**src/rtl/yc_enc_pkg.sv**
```systemverilog
// Shared constants for the Y/C encoder: colour-matrix coefficients, subcarrier
// phase encoding and DAC code bound helpers.
package yc_enc_pkg;

  localparam int C_YR = 77;
  localparam int C_YG = 150;
  localparam int C_YB = 29;
  localparam int C_U  = 144;
  localparam int C_V  = 183;

  // Subcarrier quarter-phases: which chroma component is emitted, and its sign
  typedef enum logic [1:0] {
    PH_PU = 2'd0,
    PH_PV = 2'd1,
    PH_NU = 2'd2,
    PH_NV = 2'd3
  } ph_t;

  function automatic int code_max(input int out_w);
    return (1 << out_w) - 1;
  endfunction

  function automatic int code_mid(input int out_w);
    return 1 << (out_w - 1);
  endfunction

endpackage

```
**src/rtl/yc_matrix.sv**
```systemverilog
// Two-register RGB -> {Ys, U, V} colour matrix: input register, then the
// registered luma sum and scaled colour-difference terms.
module yc_matrix
  import yc_enc_pkg::*;
#(
  parameter int RGB_W = 1
) (
  input  logic                    clk,
  input  logic                    rst_n,
  input  logic [RGB_W-1:0]        r,
  input  logic [RGB_W-1:0]        g,
  input  logic [RGB_W-1:0]        b,
  output logic [RGB_W+7:0]        ys_p2,
  output logic signed [RGB_W:0]   u_p2,
  output logic signed [RGB_W:0]   v_p2
);

  localparam int YW = RGB_W + 8;
  localparam int DW = RGB_W + 1;
  localparam int PW = RGB_W + 11;

  logic [RGB_W-1:0]     r_p1, g_p1, b_p1;
  logic [YW-1:0]        ys;
  logic [RGB_W-1:0]     yc;
  logic signed [DW-1:0] du, dv, u_nxt, v_nxt;

  // Stage 1: input register
  always_ff @(posedge clk or negedge rst_n) begin
    if (!rst_n) begin
      r_p1 <= '0;
      g_p1 <= '0;
      b_p1 <= '0;
    end else begin
      r_p1 <= r;
      g_p1 <= g;
      b_p1 <= b;
    end
  end

  always_comb begin
    ys    = YW'(r_p1) * YW'(C_YR) + YW'(g_p1) * YW'(C_YG) + YW'(b_p1) * YW'(C_YB);
    yc    = ys[YW-1:8];
    du    = $signed({1'b0, b_p1}) - $signed({1'b0, yc});
    dv    = $signed({1'b0, r_p1}) - $signed({1'b0, yc});
    u_nxt = DW'((PW'(du) * PW'(C_U)) >>> 8);
    v_nxt = DW'((PW'(dv) * PW'(C_V)) >>> 8);
  end

  // Stage 2: matrix result register
  always_ff @(posedge clk or negedge rst_n) begin
    if (!rst_n) begin
      ys_p2 <= '0;
      u_p2  <= '0;
      v_p2  <= '0;
    end else begin
      ys_p2 <= ys;
      u_p2  <= u_nxt;
      v_p2  <= v_nxt;
    end
  end

endmodule

```
**src/rtl/yc_encoder.sv**
```systemverilog
// RGB + syncs to S-video Y/C DAC codes: free-running 4x fsc phase, PAL V-switch,
// burst window counter and a three-stage pipeline to the output registers.
module yc_encoder
  import yc_enc_pkg::*;
#(
  parameter int RGB_W       = 1,
  parameter int OUT_W       = 4,
  parameter int BLANK_LVL   = 5,
  parameter int BURST_AMP   = 2,
  parameter int BURST_START = 4,
  parameter int BURST_LEN   = 10
) (
  input  logic             I_CLK,
  input  logic             I_RST_N,
  input  logic             I_SC_EN,
  input  logic             I_PAL,
  input  logic [RGB_W-1:0] I_R,
  input  logic [RGB_W-1:0] I_G,
  input  logic [RGB_W-1:0] I_B,
  input  logic             I_DISP,
  input  logic             I_HSYNC,
  input  logic             I_VSYNC,
  output logic [OUT_W-1:0] O_Y,
  output logic [OUT_W-1:0] O_C,
  output logic             O_PAL_SW
);

  localparam int YW    = RGB_W + 8;
  localparam int PW    = YW + OUT_W + 1;
  localparam int CW    = OUT_W + 2;
  localparam int CMAX  = code_max(OUT_W);
  localparam int MID   = code_mid(OUT_W);
  localparam int SHIFT = OUT_W - 1 - RGB_W;

  localparam logic [OUT_W-1:0] C_MID   = OUT_W'(MID);
  localparam logic [OUT_W-1:0] C_BLO   = OUT_W'(MID - BURST_AMP);
  localparam logic [OUT_W-1:0] C_BHI   = OUT_W'(MID + BURST_AMP);
  localparam logic [OUT_W-1:0] C_BLANK = OUT_W'(BLANK_LVL);
  localparam logic [5:0]       BCNT_MAX = 6'd63;

  function automatic logic [OUT_W-1:0] sat_y(input logic [PW-1:0] v);
    logic [PW-1:0] s;
    s = v + PW'(BLANK_LVL);
    if (s > PW'(CMAX)) return OUT_W'(CMAX);
    return OUT_W'(s);
  endfunction

  function automatic logic [OUT_W-1:0] sat_c(input logic signed [CW-1:0] v);
    if (v < 0) return '0;
    if (v > CW'(CMAX)) return OUT_W'(CMAX);
    return OUT_W'(v);
  endfunction

  ph_t        ph;
  logic       sw, hs_d;
  logic [5:0] bcnt;
  logic       csync, burst;

  assign csync    = I_HSYNC ^ I_VSYNC;
  assign burst    = !csync && (int'(bcnt) >= BURST_START) &&
                    (int'(bcnt) < BURST_START + BURST_LEN);
  assign O_PAL_SW = sw;

  always_ff @(posedge I_CLK or negedge I_RST_N) begin
    if (!I_RST_N) begin
      ph   <= PH_PU;
      sw   <= 1'b0;
      hs_d <= 1'b0;
      bcnt <= BCNT_MAX;
    end else begin
      if (I_SC_EN) ph <= ph_t'(ph + 2'd1);
      hs_d <= I_HSYNC;
      if (!I_PAL) sw <= 1'b0;
      else if (I_HSYNC && !hs_d) sw <= ~sw;
      if (I_HSYNC) bcnt <= '0;
      else if (I_SC_EN && bcnt != BCNT_MAX) bcnt <= bcnt + 6'd1;
    end
  end

  logic [RGB_W+7:0]   ys_p2;
  logic signed [RGB_W:0] u_p2, v_p2;

  yc_matrix #(.RGB_W(RGB_W)) u_matrix (
    .clk   (I_CLK),
    .rst_n (I_RST_N),
    .r     (I_R),
    .g     (I_G),
    .b     (I_B),
    .ys_p2 (ys_p2),
    .u_p2  (u_p2),
    .v_p2  (v_p2)
  );

  logic csync_p1, disp_p1, burst_p1, sw_p1, pal_p1;
  logic csync_p2, disp_p2, burst_p2, sw_p2, pal_p2;
  ph_t  ph_p1, ph_p2;

  // Stage 1 / stage 2: decode flags travel alongside the matrix data
  always_ff @(posedge I_CLK or negedge I_RST_N) begin
    if (!I_RST_N) begin
      csync_p1 <= 1'b0; disp_p1 <= 1'b0; burst_p1 <= 1'b0;
      sw_p1    <= 1'b0; pal_p1  <= 1'b0; ph_p1    <= PH_PU;
      csync_p2 <= 1'b0; disp_p2 <= 1'b0; burst_p2 <= 1'b0;
      sw_p2    <= 1'b0; pal_p2  <= 1'b0; ph_p2    <= PH_PU;
    end else begin
      csync_p1 <= csync;    disp_p1 <= I_DISP;  burst_p1 <= burst;
      sw_p1    <= sw;       pal_p1  <= I_PAL;   ph_p1    <= ph;
      csync_p2 <= csync_p1; disp_p2 <= disp_p1; burst_p2 <= burst_p1;
      sw_p2    <= sw_p1;    pal_p2  <= pal_p1;  ph_p2    <= ph_p1;
    end
  end

  logic [PW-1:0]        y_prod;
  logic signed [CW-1:0] u_ext, v_ext, smp;
  logic [OUT_W-1:0]     y_code, c_code;

  always_comb begin
    y_prod = PW'(ys_p2) * PW'(CMAX - BLANK_LVL);
    u_ext  = CW'(u_p2);
    v_ext  = sw_p2 ? -CW'(v_p2) : CW'(v_p2);
    case (ph_p2)
      PH_PU:   smp = u_ext;
      PH_PV:   smp = v_ext;
      PH_NU:   smp = -u_ext;
      default: smp = -v_ext;
    endcase

    if (csync_p2)     y_code = '0;
    else if (!disp_p2) y_code = C_BLANK;
    else               y_code = sat_y(y_prod >> YW);

    // PAL burst swings +/-135 degrees: the V-axis half follows the line switch
    if (burst_p2) begin
      case (ph_p2)
        PH_PU:   c_code = C_BLO;
        PH_NU:   c_code = C_BHI;
        PH_PV:   c_code = !pal_p2 ? C_MID : (sw_p2 ? C_BLO : C_BHI);
        default: c_code = !pal_p2 ? C_MID : (sw_p2 ? C_BHI : C_BLO);
      endcase
    end else if (csync_p2 || !disp_p2) begin
      c_code = C_MID;
    end else begin
      c_code = sat_c((smp <<< SHIFT) + CW'(MID));
    end
  end

  // Stage 3: output register
  always_ff @(posedge I_CLK or negedge I_RST_N) begin
    if (!I_RST_N) begin
      O_Y <= C_BLANK;
      O_C <= C_MID;
    end else begin
      O_Y <= y_code;
      O_C <= c_code;
    end
  end

endmodule

```
**config.mk**
```make
export PLATFORM = sky130hd
export DESIGN_NAME = yc_encoder
export DESIGN_NICKNAME = d
export VERILOG_FILES = /design/src/rtl/yc_enc_pkg.sv /design/src/rtl/yc_matrix.sv /design/src/rtl/yc_encoder.sv
export SDC_FILE = /design/constraint.sdc
export NUM_CORES = 1
export LEC_CHECK = 0
export ABC_AREA = 0
export BUFFER_PORTS_ARGS = -buffer_cell sky130_fd_sc_hd__buf_2
export CAP_MARGIN = 10
export CORE_MARGIN = 3
export CORE_UTILIZATION = 40
export CTS_BUF_LIST = sky130_fd_sc_hd__clkbuf_16
export DETAILED_ROUTE_END_ITERATION = 16
export PLACE_DENSITY_LB_ADDON = 0.05
export SLEW_MARGIN = 10
export SYNTH_ARGS = -nofsm -noshare
export SYNTH_HDL_FRONTEND = slang
export SYNTH_SLANG_ARGS = --single-unit
```
**constraint.sdc**
```tcl
create_clock -name I_CLK -period 4.6 [get_ports I_CLK]
set_input_delay 0.23 -clock I_CLK [delete_from_list [all_inputs] [get_ports I_CLK]]
set_output_delay 0.23 -clock I_CLK [all_outputs]
set_load 0.02 [all_outputs]
```
* After elaboration in Yosys (flattened, before gate mapping) *
Cells that the tools add are included.

storage, ports and cells
  register bits = 48
  output and inout bits = 9
  input port bits = 10

cells by class
  multiply operators = 6
  add/sub/neg operators = 11
  equal/unequal tests = 4
  reduce and logical (&&, ||, !) cells = 10
  bitwise operators = 2
  order comparisons = 5
  multiplexer cells = 31

operators by type and width
  kind                                                               number
  two-way mux 4 bit                                                  15
  case mux 4 bit (3 select lines)                                    2
  multiplier 1 x 7 -> 8 bit, second input constant                   2
  multiplier 9 x 3 -> 12 bit, second input constant                  1
  two-way mux 1 bit                                                  12
  two-way mux 6 bit                                                  2
  multiplier 2 x 9 -> 10 bit, second input constant                  1
  adder 8 x 9 -> 9 bit                                               1
  adder 9 x 6 -> 9 bit                                               1
  negator 2 -> 4 bit                                                 2
  adder 6 x 1 -> 6 bit, second input constant                        1
  adder 6 x 5 -> 6 bit, second input constant                        1
  greater-or-equal comparator 6 x 3 -> 1 bit, second input constant  1
  greater-than comparator 6 x 5 -> 1 bit, second input constant      1
  less-than comparator 6 x 1 -> 1 bit, second input constant         1
  less-than comparator 6 x 4 -> 1 bit, second input constant         1
  multiplier 1 x 5 -> 6 bit, second input constant                   1
  multiplier 2 x 5 -> 6 bit, second input constant                   1
  != test 6 bit, second input constant                               1
  adder 4 x 3 -> 5 bit, second input constant                        1
  greater-than comparator 5 x 4 -> 1 bit, second input constant      1
  logical AND 1 bit                                                  4
  negator 4 bit                                                      1
  subtractor 1 x 1 -> 2 bit                                          2
  other kinds (10)                                                   12

* Longest topological paths before layout *
Gate-level depths: netlist of run 1.

  depth in word-level cells = 16
  depth in mapped cells = 11

* Cells and area by module *
From an unflattened synthesis of run 1, not the netlist that was laid out.

second synthesis, totals
  cells, all modules = 199
  area total of the unflattened synthesis = 2328.5 µm²

by module, submodules not included
  module      area an instance (µm²)  cells each  times used
  yc_encoder  1716.6                  155         1
  yc_matrix   611.8                   44          1

* Worst setup path before layout of run 1 *
OpenSTA, ideal clock, no wires.

  path kind = reg2reg
  start point = register u_matrix.ys_p2[5]
  end point = register O_Y[2]
  cell stages (with the launch flop) = 12
  buffers on the path = 0
  clock period less this slack = 2.540 ns
  setup slack = 2.060 ns
  arrival time = 2.445 ns
  required time = 4.506 ns
  path through = dfrtp_1 ha_1 ha_1 a21oi_1 o22ai_1 nor3_1 xnor2_1 ha_1 and2b_1 o21ai_0 nor2_1 a311oi_1

between the ends
  longest elaborated chain between the ends = 9

ends and longest elaborated chain
  element                                 line               text
  start: declaration                      yc_matrix.sv:13    output logic [RGB_W+7:0] ys_p2,
  start signal: assignment                yc_matrix.sv:56    ys_p2 <= ys;
  multiplier 9 x 3 -> 12 bit *            yc_encoder.sv:118  y_prod = PW'(ys_p2) * PW'(CMAX - BLANK_LVL);
  adder 4 x 3 -> 5 bit *                  yc_encoder.sv:43   s = v + PW'(BLANK_LVL);
  greater-than comparator 5 x 4 -> 1 bit  yc_encoder.sv:44   if (s > PW'(CMAX)) return OUT_W'(CMAX);
  two-way mux 1 bit                       yc_encoder.sv:44
  two-way mux 1 bit                       yc_encoder.sv:129  else if (!disp_p2) y_code = C_BLANK;
  two-way mux 1 bit                       yc_encoder.sv:128  if (csync_p2) y_code = '0;
  two-way mux 4 bit *                     yc_encoder.sv:45   return OUT_W'(s);
  two-way mux 4 bit *                     yc_encoder.sv:129
  two-way mux 4 bit *                     yc_encoder.sv:128
  net y_code[2]                           yc_encoder.sv:115  logic [OUT_W-1:0] y_code, c_code;
  end signal: assignment                  yc_encoder.sv:153  O_Y <= y_code;
  end: declaration                        yc_encoder.sv:23   output logic [OUT_W-1:0] O_Y,

The timed path passes the listed nets; every way through them passes the cells marked *. The select of a mux whose other input is x is not followed.
A chain may end at the register's enable or synchronous reset.

* Worst setup path in the final report of run 1 *
  start point = register u_matrix.ys_p2[3]
  end point = register O_Y[2]

The elaborated chain is that of the path after synthesis.

==> results of run 1 <==
-- where the power goes --
part | internal (mW) | switching (mW) | total (mW) | leakage, nW
combinational | 0.111 | 0.139 | 0.250 | 0.550
clock | 0.252 | 0.136 | 0.388 | 0.0826
sequential | 0.468 | 0.0409 | 0.509 | 0.550
total | 0.831 | 0.317 | 1.15 | 1.18
-- cell usage in the layout, fill, tap and decap left out, drive strengths merged, types with 3 or more instances in the layout --
cell type and instances:
xor2 6, and3 3, nand2b 3, nand3 4, nor2 16, xnor2 11
inv 10, nand2 6, dfstp 9, a31oi 3, a21oi 9, nor2b 3
ha 25, o21ai 4, buf 18, clkbuf 5, a211oi 3, dfrtp 37
-- area by class of cell --
cell class,count,share of cell area (%)
clock buffer,5,4.926
inverter,9,1.330
multi-input combinational,122,39.51
sequential,46,45.76
timing repair buffer,18,3.547
tap,70,3.448
clock inverter,3,1.478
-- registers in the layout, indices dropped and copies added, names as in the netlist, 2 cells and up --
register and count:
ph_p1 2, u_matrix.ys_p2 9, O_C 4, bcnt 6, ph 2, ph_p2 2, O_Y 4
-- path summary, 6_finish.rpt --
kind	cells after the start	from	slack, ps	to
min	1	I_G	50	u_matrix.g_p1$_DFF_PN0_
max	11	u_matrix.ys_p2[3]$_DFF_PN0_	1760	O_Y[2]$_DFF_PN1_
max reg2reg	11	u_matrix.ys_p2[3]$_DFF_PN0_	1760	O_Y[2]$_DFF_PN1_
max in group asynchronous	1	I_RST_N	3890	ph_p1[0]$_DFF_PN0_
min in group asynchronous	1	I_RST_N	110	O_Y[3]$_DFF_PN0_
min reg2reg	0	burst_p1$_DFF_PN0_	340	burst_p2$_DFF_PN0_
-- worst max-delay path, cell delays in order (launching register included) --
cell and delay, ps:
dfrtp_1 390, ha_1 300, ha_1 310, a21oi_1 210, o22ai_1 180, nor3_1 240
xnor2_1 150, ha_1 220, and2b_1 210, o21ai_0 190, nor2_1 60, a311oi_1 270
-- cells by family (layout without fill, tap and decap cells) --
family	count (synthesis)	count (layout)
buffers and inverters	10	35
xor gates and xnor gates	17	17
AOI/OAI and AO/OA	31	31
adders and majority gates	27	27
DFF	46	46
other	1	1
and+or+nand+nor	46	46
-- per-layer routing --
layer / share of wire, % / wire length (um) / GRT usage (%) / vias up
met3: 4.5 / 151 / 3.475 / 4
li1: - / - / - / 660
met4: 1.1 / 38 / 5.068 / 0
met5: 0 / 0 / 0 / -
met1: 45 / 1501 / 14.60 / 635
met2: 50 / 1681 / 20.03 / 18
==> flow_summary.toml, run 1 <==
[cells_and_area]
syn_to_final_growth_pct = 15.28
multi_input_area_um2 = 1003
n_fill_cell = 484
instances_no_fill = 273
fin_util_pct = 48.80
drive_gt1_share_pct = 21.18
final_area_um2 = 2540
seq_area_um2 = 1162
diodes = 0
nets = 239

[status]
outcome = "finished clean"

[yosys]
yosysTopAreaCell = "dfrtp_1"
seq_area_frac_synth_pct = 52.75
synth_edf_count = 0
ys_warn_count = 0
yosys_most_used_dff = "dfrtp_1"
avgSynthCellArea_um2 = 12.38
synthArstFlopShare_pct = 100.0
synth_compound_gate_area_share_pct = 11.07
synth_top_family_by_area = "adder cells"
yosys.area_share.simple_pct = 11.53
synthCells = 178
yosysMostFrequentCell = "dfrtp_1"
syn_nets = 215
synth_cell_types = 42
synthAdderAreaFrac_pct = 16.01
synth_common_cells = "37 x dfrtp_1, 25 x ha_1, 16 x nor2_1, 11 x xnor2_1"
synthesis.area_um2 = 2203
synth-xor-area-share_pct = 6.758
synthTopCellsByArea = "dfrtp_1 42%, ha_1 14%, dfstp_2 11%"
yosys_register_bits = 46
synth_top_area_share_pct = 42.02
synthMuxAreaShare_pct = 0

[clocking]
cts_num_sinks = 46
cts_root_buf = "clkbuf_16"
tritoncts = "done"
hold_buffers = 0
h-tree-depth = 2
numCtsBuffers = 5
insertion_delay_ps = 280
postCtsSetupBuffers = 0
clkTransAtPathRegs_ps = 60
cts_resized = 0
clk_path_buf_depth = 2

[sta]
finClkSkew_ps = 6.630
period_needed_ps = 2837
setup_viol = 0
worst_slack_ps = 1763
fmax_mhz = 352.5
tightestPinTransition_ps = 971.0
timing.hold.ws_ps = 50.23
rsz0062_at_grt = "no"
relSlewSlack_pct = 35.27
slew_viol_final = 0
finalSetupTns_ps = 0
post-route-period-util_pct = 61.67
hold_viol_final = 0

[global_routing]
antenna_found_initial = 0
grt_max_degree = 47
grtUsageTotal_pct = 12.07
grt-ovfl-total = 0
first_global_vias = 1331
grt_pass1_wl_um = 5934

[die]
initial_core_util_pct = 42.33
die_y_um = 80.22
num_rows = 26
die_w_um = 80.22
dieArea_um2 = 6435
core_area_um2 = 5205
io_pins = 19

[critical_path]
critPathKind = "reg -> reg"
cp_data_arrival_time_ps = 3020
endpoint_kind = "register"
critPathMaxFanout = 4
worstPathRequired_ps = 4780
start_kind = "register"

[detailed_routing]
drc = 0
first_iter_violations = 38
routed-via-count = 1317
avgViaCountPerCell = 4.824
dr.pass1.iters = 4
detail-route-antenna-nets = 0
totalWireLength_um = 3373
wl_per_cell_um = 12.36

[placed_design]
gp_congestion = 0.8119
dpl.cell_count = 265
dp_hpwl_um = 2506
place_ws_ps = 1794
portBuffers = 18
placed_cell_area_um2 = 2377

[pwr]
ir_drop_mv = 0.1573
p_total_mw = 1.148
p_leak_nw = 1.182
p_per_area_nw_per_um2 = 451.8

[job]
max_cap_violations = 0

[min_path]
hp-class = "in -> reg"
(Power assumes the default switching activity.)
==> inputs of run 2 (changes only) <==
Clock period 4.6 ns to 2.7 ns, I/O delays scaled along.
==> flow_summary.toml, run 2 (synthesis results as in run 1) <==
[die]
initial_core_util_pct = 42.33
die_w_um = 80.22
die_y_um = 80.22
num_rows = 26
dieArea_um2 = 6435
io_pins = 19
core_area_um2 = 5205

[global_routing]
grtUsageTotal_pct = 12.05
grt_max_degree = 47
grt-ovfl-total = 0
grt_pass1_wl_um = 6141
first_global_vias = 1419
antenna_found_initial = 0

[cells_and_area]
largest_reg_flops = 9
largestRegisters = "u_matrix.ys_p2: 9 flops, bcnt: 6 flops"
seq_area_um2 = 1162
syn_to_final_growth_pct = 21.24
multi_input_area_um2 = 1062
diodes = 0
fin_util_pct = 51.32
nets = 247
instances_no_fill = 281
top_register = "u_matrix.ys_p2"
mostFrequentLayoutCell = "dfrtp_1"
final_cell_mix = "37 x dfrtp_1, 21 x ha_1, 18 x buf_2, 16 x nor2_1, 11 x xnor2_1"
drive_gt1_share_pct = 25.59
n_fill_cell = 458

[critical_path]
reg2reg_slack_ps = 130
cp_data_arrival_time_ps = 2750
worstPathRequired_ps = 2880
critPathKind = "reg -> reg"
crit_chain = "ha_1 -> ha_4 -> and4_4 -> and3_4 -> nor3_2 -> xnor2_1 -> ha_2 -> and2b_1 -> o21ai_1 -> nor2_1 -> a311oi_1"
reg2reg_from = "u_matrix.ys_p2[3]$_DFF_PN0_"
timing.rr.end = "O_Y[2]$_DFF_PN1_"
start_kind = "register"
max_stage_delay_ps = 390
critPathMaxFanout = 4
endpoint_kind = "register"
cp_slowest_cell = "dfrtp_1"
ff2ff_path_depth = 11

[detailed_routing]
detail-route-antenna-nets = 0
dr.pass1.iters = 4
totalWireLength_um = 3377
routed-via-count = 1347
drc = 0
avgViaCountPerCell = 4.794
first_iter_violations = 40
wl_per_cell_um = 12.02

[clocking]
tritoncts = "done"
cts_num_sinks = 46
clkTransAtPathRegs_ps = 60
clk_path_buf_depth = 2
cts_root_buf = "clkbuf_16"
numCtsBuffers = 5
h-tree-depth = 2
insertion_delay_ps = 270
postCtsSetupBuffers = 0

[pwr]
p_total_mw = 2.027
power.switching_mw = 0.5578
ir_drop_mv = 0.4694
p_clk_share_pct = 32.4
p_per_area_nw_per_um2 = 758.7
combPwrFrac_pct = 24.8
internal_power_mw = 1.469
seq_power_share_pct = 42.7
p_leak_nw = 1.219
p_sw_share_pct = 27.52

[sta]
finalSetupTns_ps = 0
worst_slack_ps = 133.2
tightestPinTransition_ps = 970.2
finClkSkew_ps = 3.278
slew_viol_final = 0
hold_viol_final = 0
period_needed_ps = 2567
fmax_mhz = 389.6
post-route-period-util_pct = 95.06
setup_viol = 0
relSlewSlack_pct = 35.32

[job]
max_cap_violations = 0

[placed_design]
portBuffers = 18
dp_hpwl_um = 2475
dpl.cell_count = 268
gp_congestion = 0.7908
place_ws_ps = 0.9781

[min_path]
hp-class = "in -> async"

[status]
outcome = "finished clean"
run 2: worst max-delay path by stage:
stage                     depth (start not counted)          endpoint                        start
after floorplan                                  11  O_Y[2]$_DFF_PN1_  u_matrix.ys_p2[5]$_DFF_PN0_
after global placement                           11  O_Y[2]$_DFF_PN1_  u_matrix.ys_p2[4]$_DFF_PN0_
after detailed placement                         11  O_Y[2]$_DFF_PN1_  u_matrix.ys_p2[5]$_DFF_PN0_
after CTS                                        11  O_Y[2]$_DFF_PN1_  u_matrix.ys_p2[5]$_DFF_PN0_
after global routing                             11  O_Y[2]$_DFF_PN1_  u_matrix.ys_p2[2]$_DFF_PN0_
final                                            11  O_Y[2]$_DFF_PN1_  u_matrix.ys_p2[3]$_DFF_PN0_
run 2: per-stage QoR:
stage               hold WS (ps)  cell area [um2]
finish                     15.76             2671
global route               83.68             2671
CTS                        56.19             2620
detailed placement         244.3             2400
global placement           245.4             2400
floorplan                 -160.6             2203
run 2: routing by layer:
metal  vias up  global-route usage, %  wire length [um]
met3         4                  3.027               149
met4         0                  3.547                32
met2        21                  20.53              1689
li1        678                      -                 -
met5         -                      0                 0
met1       644                  15.02              1505
run 2: worst max-delay path, delay by kind of cell, from the launching register on:
kind	cells	cell delay (ps)
AOI/OAI and AO/OA	2	380
adders and majority gates	3	830
DFF	1	390
xor gates and xnor gates	1	150
and+or+nand+nor	5	730
run 2: timing repair:
action | 4_1_cts | 5_1_grt
hold buffers | 5 | 0
resized for setup | 2 | 7
endpoints found under the hold margin | 5 | 0
gates cloned | 0 | 0
setup endpoints to repair | 1 | 2
run 2: layout make-up:
cell class / count / area share [%]
clock inverter: 3 / 1.405
multi-input combinational: 122 / 39.77
clock buffer: 5 / 4.684
tap: 70 / 3.279
sequential: 46 / 43.51
inverter: 9 / 1.265
timing repair buffer: 26 / 6.089
run 2: power groups by stage:
| stage | registers (mW) | clock network (mW) | logic [mW] |
|---|---|---|---|
| after floorplan | 0.891 | 0 | 0.302 |
| after global placement | 0.876 | 0 | 0.431 |
| after detailed placement | 0.879 | 0 | 0.447 |
| after CTS | 0.867 | 0.684 | 0.461 |
| after global routing | 0.885 | 0.712 | 0.570 |
| final | 0.866 | 0.658 | 0.503 |
